### config.mk
export PLATFORM = sky130hd
export DESIGN_NAME = id_ex_skid_reg
export DESIGN_NICKNAME = d
export VERILOG_FILES = /design/src/rtl/id_ex_skid_reg_pkg.sv /design/src/rtl/id_ex_skid_reg_sat_counter.sv /design/src/rtl/id_ex_skid_reg.sv
export SDC_FILE = /design/constraint.sdc
export NUM_CORES = 1
export LEC_CHECK = 0
export BUFFER_PORTS_ARGS = -buffer_cell sky130_fd_sc_hd__buf_4
export CAP_MARGIN = 40
export CORE_MARGIN = 4
export CORE_UTILIZATION = 56
export CTS_CLUSTER_DIAMETER = 40
export DETAILED_ROUTE_END_ITERATION = 12
export PLACE_DENSITY = 0.84
export REMOVE_ABC_BUFFERS = 1
export SLEW_MARGIN = 15
export SYNTH_ARGS = -nofsm -noshare
export SYNTH_HDL_FRONTEND = slang
export SYNTH_SLANG_ARGS = --single-unit
### constraint.sdc
create_clock -name clk -period 2.9 [get_ports clk]
set_clock_uncertainty 0.2 [all_clocks]
set_input_delay 0.145 -clock clk [delete_from_list [all_inputs] [get_ports clk]]
set_output_delay 0.145 -clock clk [all_outputs]
set_load 0.01 [all_outputs]
### src/rtl/id_ex_skid_reg_pkg.sv
// -----------------------------------------------------------------------------
// id_ex_skid_reg_pkg
// Shared definitions for the pipeline-stage skid registers.
//   - skid_state_e : buffer occupancy state (EMPTY=0, BUSY=1, FULL=2)
//   - FUNC3_W / FUNC7_W / OPCODE_W : fixed instruction field widths
//   - bundle_width() : total packed width of a decode bundle
// -----------------------------------------------------------------------------
package id_ex_skid_reg_pkg;

   localparam int unsigned FUNC3_W  = 3;
   localparam int unsigned FUNC7_W  = 7;
   localparam int unsigned OPCODE_W = 7;

   typedef enum logic [1:0] {
      StEmpty = 2'd0,
      StBusy  = 2'd1,
      StFull  = 2'd2
   } skid_state_e;

   // Packed bundle layout (MSB..LSB): reg1, reg2, wr_reg, func3, func7, opcode, imm.
   function automatic int unsigned bundle_width(input int unsigned imm_w,
                                                input int unsigned reg_aw);
      return (3 * reg_aw) + FUNC3_W + FUNC7_W + OPCODE_W + imm_w;
   endfunction

endpackage

### src/rtl/id_ex_skid_reg_sat_counter.sv
// -----------------------------------------------------------------------------
// id_ex_skid_reg_sat_counter
// Up-counter that sticks at its all-ones value instead of wrapping.
// Ports:
//   clk     in   clock, counts on rising edge
//   rst_n   in   asynchronous active-low reset, clears the count
//   i_inc   in   add one this cycle (ignored once saturated)
//   o_count out  current count
// -----------------------------------------------------------------------------
module id_ex_skid_reg_sat_counter #(
   parameter int unsigned Width = 8
) (
   input  logic             clk,
   input  logic             rst_n,
   input  logic             i_inc,
   output logic [Width-1:0] o_count
);

   logic [Width-1:0] r_count;
   logic             w_at_max;

   assign w_at_max = &r_count;

   always_ff @(posedge clk or negedge rst_n) begin
      if (!rst_n) begin
         r_count <= '0;
      end else if (i_inc && !w_at_max) begin
         r_count <= r_count + Width'(1);
      end
   end

   assign o_count = r_count;

endmodule

### src/rtl/id_ex_skid_reg.sv
// -----------------------------------------------------------------------------
// id_ex_skid_reg
// ID/EX pipeline register built as a 2-entry skid buffer. The main register
// drives the outputs; the skid register catches one extra bundle when the
// consumer stalls, so in_ready can be a pure function of state.
// Ports:
//   clk, rst_n                 clock / asynchronous active-low reset
//   in_valid, in_ready         upstream handshake (in_ready registered)
//   r_reg1, r_reg2, wr_reg,
//   func3, func7, opcode,
//   immediate_data             incoming decode bundle
//   flush                      synchronous kill of all buffered bundles
//   out_valid, out_ready       downstream handshake
//   *_out                      registered bundle towards execute
//   stall_cnt                  saturating count of stalled output cycles
// -----------------------------------------------------------------------------
module id_ex_skid_reg
   import id_ex_skid_reg_pkg::*;
#(
   parameter int unsigned WIDTH  = 8,
   parameter int unsigned REG_AW = 5,
   parameter int unsigned CNT_W  = 8
) (
   input  logic                clk,
   input  logic                rst_n,
   input  logic                in_valid,
   output logic                in_ready,
   input  logic [REG_AW-1:0]   r_reg1,
   input  logic [REG_AW-1:0]   r_reg2,
   input  logic [REG_AW-1:0]   wr_reg,
   input  logic [FUNC3_W-1:0]  func3,
   input  logic [FUNC7_W-1:0]  func7,
   input  logic [OPCODE_W-1:0] opcode,
   input  logic [WIDTH-1:0]    immediate_data,
   input  logic                flush,
   output logic                out_valid,
   input  logic                out_ready,
   output logic [REG_AW-1:0]   r_reg1_out,
   output logic [REG_AW-1:0]   r_reg2_out,
   output logic [REG_AW-1:0]   wr_reg_out,
   output logic [FUNC3_W-1:0]  func3_out,
   output logic [FUNC7_W-1:0]  func7_out,
   output logic [OPCODE_W-1:0] opcode_out,
   output logic [WIDTH-1:0]    immediate_data_out,
   output logic [CNT_W-1:0]    stall_cnt
);

   localparam int unsigned BundleW = bundle_width(WIDTH, REG_AW);

   skid_state_e        r_state;
   logic [BundleW-1:0] r_main;
   logic [BundleW-1:0] r_skid;
   logic               r_in_ready;
   logic               r_out_valid;

   logic [BundleW-1:0] w_in_bundle;
   logic               w_in_xfer;
   logic               w_out_xfer;
   logic               w_stall;

   assign w_in_bundle = {r_reg1, r_reg2, wr_reg, func3, func7, opcode, immediate_data};
   assign w_in_xfer   = in_valid & r_in_ready;
   assign w_out_xfer  = r_out_valid & out_ready;
   assign w_stall     = r_out_valid & ~out_ready;

   // Handshake outputs are registered alongside the state so neither has a
   // combinational path from the opposite side of the buffer.
   always_ff @(posedge clk or negedge rst_n) begin
      if (!rst_n) begin
         r_state     <= StEmpty;
         r_main      <= '0;
         r_skid      <= '0;
         r_in_ready  <= 1'b1;
         r_out_valid <= 1'b0;
      end else if (flush) begin
         // Kill everything buffered; data registers are left untouched.
         r_state     <= StEmpty;
         r_in_ready  <= 1'b1;
         r_out_valid <= 1'b0;
      end else begin
         case (r_state)
            StEmpty: begin
               if (w_in_xfer) begin
                  r_main      <= w_in_bundle;
                  r_state     <= StBusy;
                  r_out_valid <= 1'b1;
               end
            end
            StBusy: begin
               if (w_in_xfer && w_out_xfer) begin
                  r_main <= w_in_bundle;
               end else if (w_in_xfer) begin
                  r_skid     <= w_in_bundle;
                  r_state    <= StFull;
                  r_in_ready <= 1'b0;
               end else if (w_out_xfer) begin
                  r_state     <= StEmpty;
                  r_out_valid <= 1'b0;
               end
            end
            StFull: begin
               if (w_out_xfer) begin
                  r_main     <= r_skid;
                  r_state    <= StBusy;
                  r_in_ready <= 1'b1;
               end
            end
            default: begin
               r_state     <= StEmpty;
               r_in_ready  <= 1'b1;
               r_out_valid <= 1'b0;
            end
         endcase
      end
   end

   assign in_ready  = r_in_ready;
   assign out_valid = r_out_valid;

   assign {r_reg1_out, r_reg2_out, wr_reg_out, func3_out, func7_out, opcode_out,
           immediate_data_out} = r_main;

   // Counts stalls independent of flush; only reset clears it.
   id_ex_skid_reg_sat_counter #(
      .Width (CNT_W)
   ) u_stall_cnt (
      .clk     (clk),
      .rst_n   (rst_n),
      .i_inc   (w_stall),
      .o_count (stall_cnt)
   );

endmodule

==> tab_implementation.tex <==
\begin{tabular}{lr}
\hline
Metric & Value \\
\hline
\multicolumn{2}{l}{\textbf{Outcome}} \\
Outcome & finished, final reports clean \\
\multicolumn{2}{l}{\textbf{Cells and area}} \\
Filler instances & 446 \\
Most frequent cells in the layout & 96 x sky130\_fd\_sc\_hd\_\_buf\_4, 91 x sky130\_fd\_sc\_hd\_\_dfrtp\_1, 46 x sky130\_fd\_sc\_hd\_\_a21oi\_1 \\
Proportion of layout cells with a drive suffix above 1 & 36.1\% \\
Share of the core filled with cells & 77.1\% \\
Leading cell type in the layout, fill and taps excluded & sky130\_fd\_sc\_hd\_\_buf\_4 \\
Number of nets in the layout & 504 \\
Antenna diode count & 0 \\
Layout overhead on the synthesized area & 34.3\% \\
\multicolumn{2}{l}{\textbf{Synth}} \\
Leading register cell type out of synthesis & sky130\_fd\_sc\_hd\_\_dfrtp\_1 \\
Distinct cells, synth & 32 \\
Flip-flop and latch count after synthesis & 92 \\
Largest family of logic cells by synthesized area & multiplexers \\
Share of flip-flops with an asynchronous set or reset after synthesis & 100\% \\
Compound-Gate Fraction of Synth Area & 7.54\% \\
Xor/xnor cell area share of the yosys netlist & 0.631\% \\
Fraction of the mapped netlist area in adder cells & 0.301\% \\
Count of warnings emitted by yosys & 0 \\
Post-synth EDFFs & 0 \\
Multiplexer share of the synthesized area & 25.4\% \\
Seq/Total Area, Yosys & 55.3\% \\
Average footprint of a synthesized cell & 13.0 µm² \\
Post-synthesis cell type with the largest combined area & sky130\_fd\_sc\_hd\_\_dfrtp\_1 \\
Synthesized-area fraction occupied by and/or/nand/nor cells & 7.45\% \\
Mapped cell area & 4160 µm² \\
Post-synthesis cell count & 321 \\
Area fraction of the dominant cell type after synthesis & 54.7\% \\
Ranking of synthesized cells by area & sky130\_fd\_sc\_hd\_\_dfrtp\_1 55\%, sky130\_fd\_sc\_hd\_\_mux2\_4 14\%, sky130\_fd\_sc\_hd\_\_mux2i\_1 9.6\% \\
\multicolumn{2}{l}{\textbf{Worst setup path}} \\
Logic depth of the worst register-to-register path & 4 \\
Cell chain of the critical path & a21boi\_4 > nand4\_4 > buf\_12 > mux2\_4 \\
Setup crit start kind & flip-flop \\
Largest driver fanout on the critical path & 24 \\
Number of buffers and inverters on the critical path & 1 \\
WP data arrival & 2.26 ns \\
Type of destination of the critical path & flip-flop \\
Critical register-to-register path endpoint & r\_skid[8]\$\_DFFE\_PN0P\_ \\
Worst Path Required & 2.93 ns \\
Reg2Reg Launch Point & r\_state[0]\$\_DFFE\_PN0P\_ \\
Startpoint-to-endpoint class of the critical path & flip-flop to flip-flop \\
Delay of the slowest cell on the worst path & 0.49 ns \\
Top cell family by delay on the critical path & flip-flops \\
Setup slack on the worst flop-to-flop path & 0.66 ns \\
Slowest-stage cell, CP & sky130\_fd\_sc\_hd\_\_dfrtp\_1 \\
\multicolumn{2}{l}{\textbf{STA}} \\
Final Slew Violations & 0 \\
Final Hold Viols & 0 \\
Smallest setup slack after layout & 0.665 ns \\
Max Clk Rate & 447 MHz \\
Crit share post-route & 77.1\% \\
Slew @ Worst Pin & 0.597 ns \\
Headroom to the max-slew limit & 60.2\% \\
Setup violation total in the final timing report & 0 \\
Unrepaired setup endpoints after global routing & no \\
Shortest clock period the worst path allows after layout & 2.24 ns \\
Setup TNS & 0 ns \\
\multicolumn{2}{l}{\textbf{Route}} \\
Detailed router's first-iteration violation count & 101 \\
Aggregate routed wire length & 8.93 mm \\
Via total after detailed routing & 2,961 \\
Post-DR vias/cell & 5.27 \\
Number of iterations in the first detailed-routing pass & 4 \\
Routed wire length per instance & 15.9 µm \\
DRC viols & 0 \\
Number of nets with antenna violations after detailed routing & 0 \\
\multicolumn{2}{l}{\textbf{Clock tree}} \\
Clock transition at the registers of the reported paths & 0.09 ns \\
Buffers inserted by post-CTS timing repair & 0 \\
TritonCTS clock tree & yes \\
CTS buffer count & 9 \\
Root cell of the clock tree & sky130\_fd\_sc\_hd\_\_clkbuf\_8 \\
H-tree level count & 3 \\
Maximum root-to-sink buffer count & 2 \\
Clock network latency to the later pin of the worst-skew pair & 0.34 ns \\
Clk sink count & 92 \\
Post\_cts resized & 0 \\
\multicolumn{2}{l}{\textbf{Global routing}} \\
First-pass GRT wire length & 14.9 mm \\
Via count of the first global-routing pass & 3,141 \\
Antenna violations before repair & 0 \\
All-layer global routing usage & 21.4\% \\
Total gr overflow & 0 \\
Maximum number of pins on one net before global-route repair & 75 \\
\multicolumn{2}{l}{\textbf{Pwr}} \\
Total design power & 4.97 mW \\
Worst VDD drop & 0.464 mV \\
PwrDens & 889 nW/µm² \\
Leak & 2.55 nW \\
\multicolumn{2}{l}{\textbf{Die}} \\
DIE AREA & 8880 µm² \\
Die H & 94.2 µm \\
Die width & 94.2 µm \\
Placement row count & 31 \\
I/O pins & 95 \\
Core area & 7250 µm² \\
Initial Utilization & 57.4\% \\
\multicolumn{2}{l}{\textbf{Place}} \\
Global placement routability congestion & 0.760 \\
DP HPWL & 5.60 mm \\
Port bufs & 94 \\
DP Worst Slack & 0.705 ns \\
\multicolumn{2}{l}{\textbf{Job}} \\
Max capacitance violation total & 0 \\
\multicolumn{2}{l}{\textbf{Hold path}} \\
Worst hold path type & input pin to asynchronous set/reset pin \\
\hline
\end{tabular}
==> how the worst max path moves through the flow <==
stage / end / depth (start not counted) / startpoint
5_1_grt: r_skid[28]$_DFFE_PN0P_ / 4 / r_state[0]$_DFFE_PN0P_
6_report: r_skid[8]$_DFFE_PN0P_ / 4 / r_state[0]$_DFFE_PN0P_
2_1_floorplan: r_main[0]$_DFFE_PN0P_ / 3 / r_state[0]$_DFFE_PN0P_
3_5_place_dp: r_skid[38]$_DFFE_PN0P_ / 4 / r_state[0]$_DFFE_PN0P_
3_3_place_gp: r_skid[10]$_DFFE_PN0P_ / 3 / r_state[0]$_DFFE_PN0P_
4_1_cts: r_skid[28]$_DFFE_PN0P_ / 4 / r_state[0]$_DFFE_PN0P_
==> power by group <==
group          switching (mW)  internal, mW
logic                   0.730          1.09
clock network           0.440         0.421
registers               0.407          1.88
total                    1.58          3.39
==> logic make-up after synthesis <==
| kind of cell | Yosys count |
|---|---|
| AO/OA/AOI/OAI | 55 |
| multiplexers | 85 |
| AND/OR/NAND/NOR | 67 |
| buffers and inverters | 18 |
| adder cells (fa/ha/maj) | 1 |
| flip-flops | 92 |
| XOR/XNOR | 3 |
==> state kept, by name, summed over array words and instances (netlist names) <==
signal / cells
r_state: 2
out_valid: 1
in_ready: 1
u_stall_cnt.o_count: 8
r_skid: 40
r_main: 40
==> Yosys cell counts, types with 2 or more instances <==
library cell               number
sky130_fd_sc_hd__dfrtp_1       91
sky130_fd_sc_hd__a21oi_1       46
sky130_fd_sc_hd__nor2_1        44
sky130_fd_sc_hd__mux2_4        40
sky130_fd_sc_hd__mux2i_1       40
sky130_fd_sc_hd__buf_2          9
sky130_fd_sc_hd__buf_6          8
sky130_fd_sc_hd__nand2_1        7
sky130_fd_sc_hd__mux2_2         5
sky130_fd_sc_hd__nand2b_1       3
sky130_fd_sc_hd__nand3_1        2
sky130_fd_sc_hd__nand4_1        2
sky130_fd_sc_hd__nor2b_1        2
sky130_fd_sc_hd__nor3_1         2
sky130_fd_sc_hd__o21bai_1       2
sky130_fd_sc_hd__xnor2_1        2
==> routing by layer <==
layer	track usage, %	part of all wire, %	vias to the layer above
li1	-	-	1405
met1	27.5	43	1480
met2	36.8	52	66
met3	3.77	4.0	10
met4	6.74	1.2	0
met5	0	0	-
==> final cells by class <==
class	instances	area (µm²)	area share (%)
Sequential cell	92	2300	41.2
Tap cell	99	124	2.22
Clock buffer	10	138	2.46
Multi-Input combinational cell	211	1740	31.0
Clock inverter	6	63.8	1.14
Timing Repair Buffer	143	1220	21.8
Inverter	1	3.75	0.0672
==> through the flow <==
stage               cell area, µm²  hold slack [ns]  instances
floorplan                     4030           -0.351        304
global placement              4930          -0.0140        501
detailed placement            4950         -0.00546        502
CTS                           5590            0.151        562
global route                  5590            0.171        562
finish                        5590            0.141        562
==> repair_timing <==
item | 4_1_cts | 5_1_grt
endpoints found under the hold margin | 130 | 0
hold buffers | 44 | 0
endpoints found under the setup margin | 0 | 0
(Power assumes the default switching activity.)
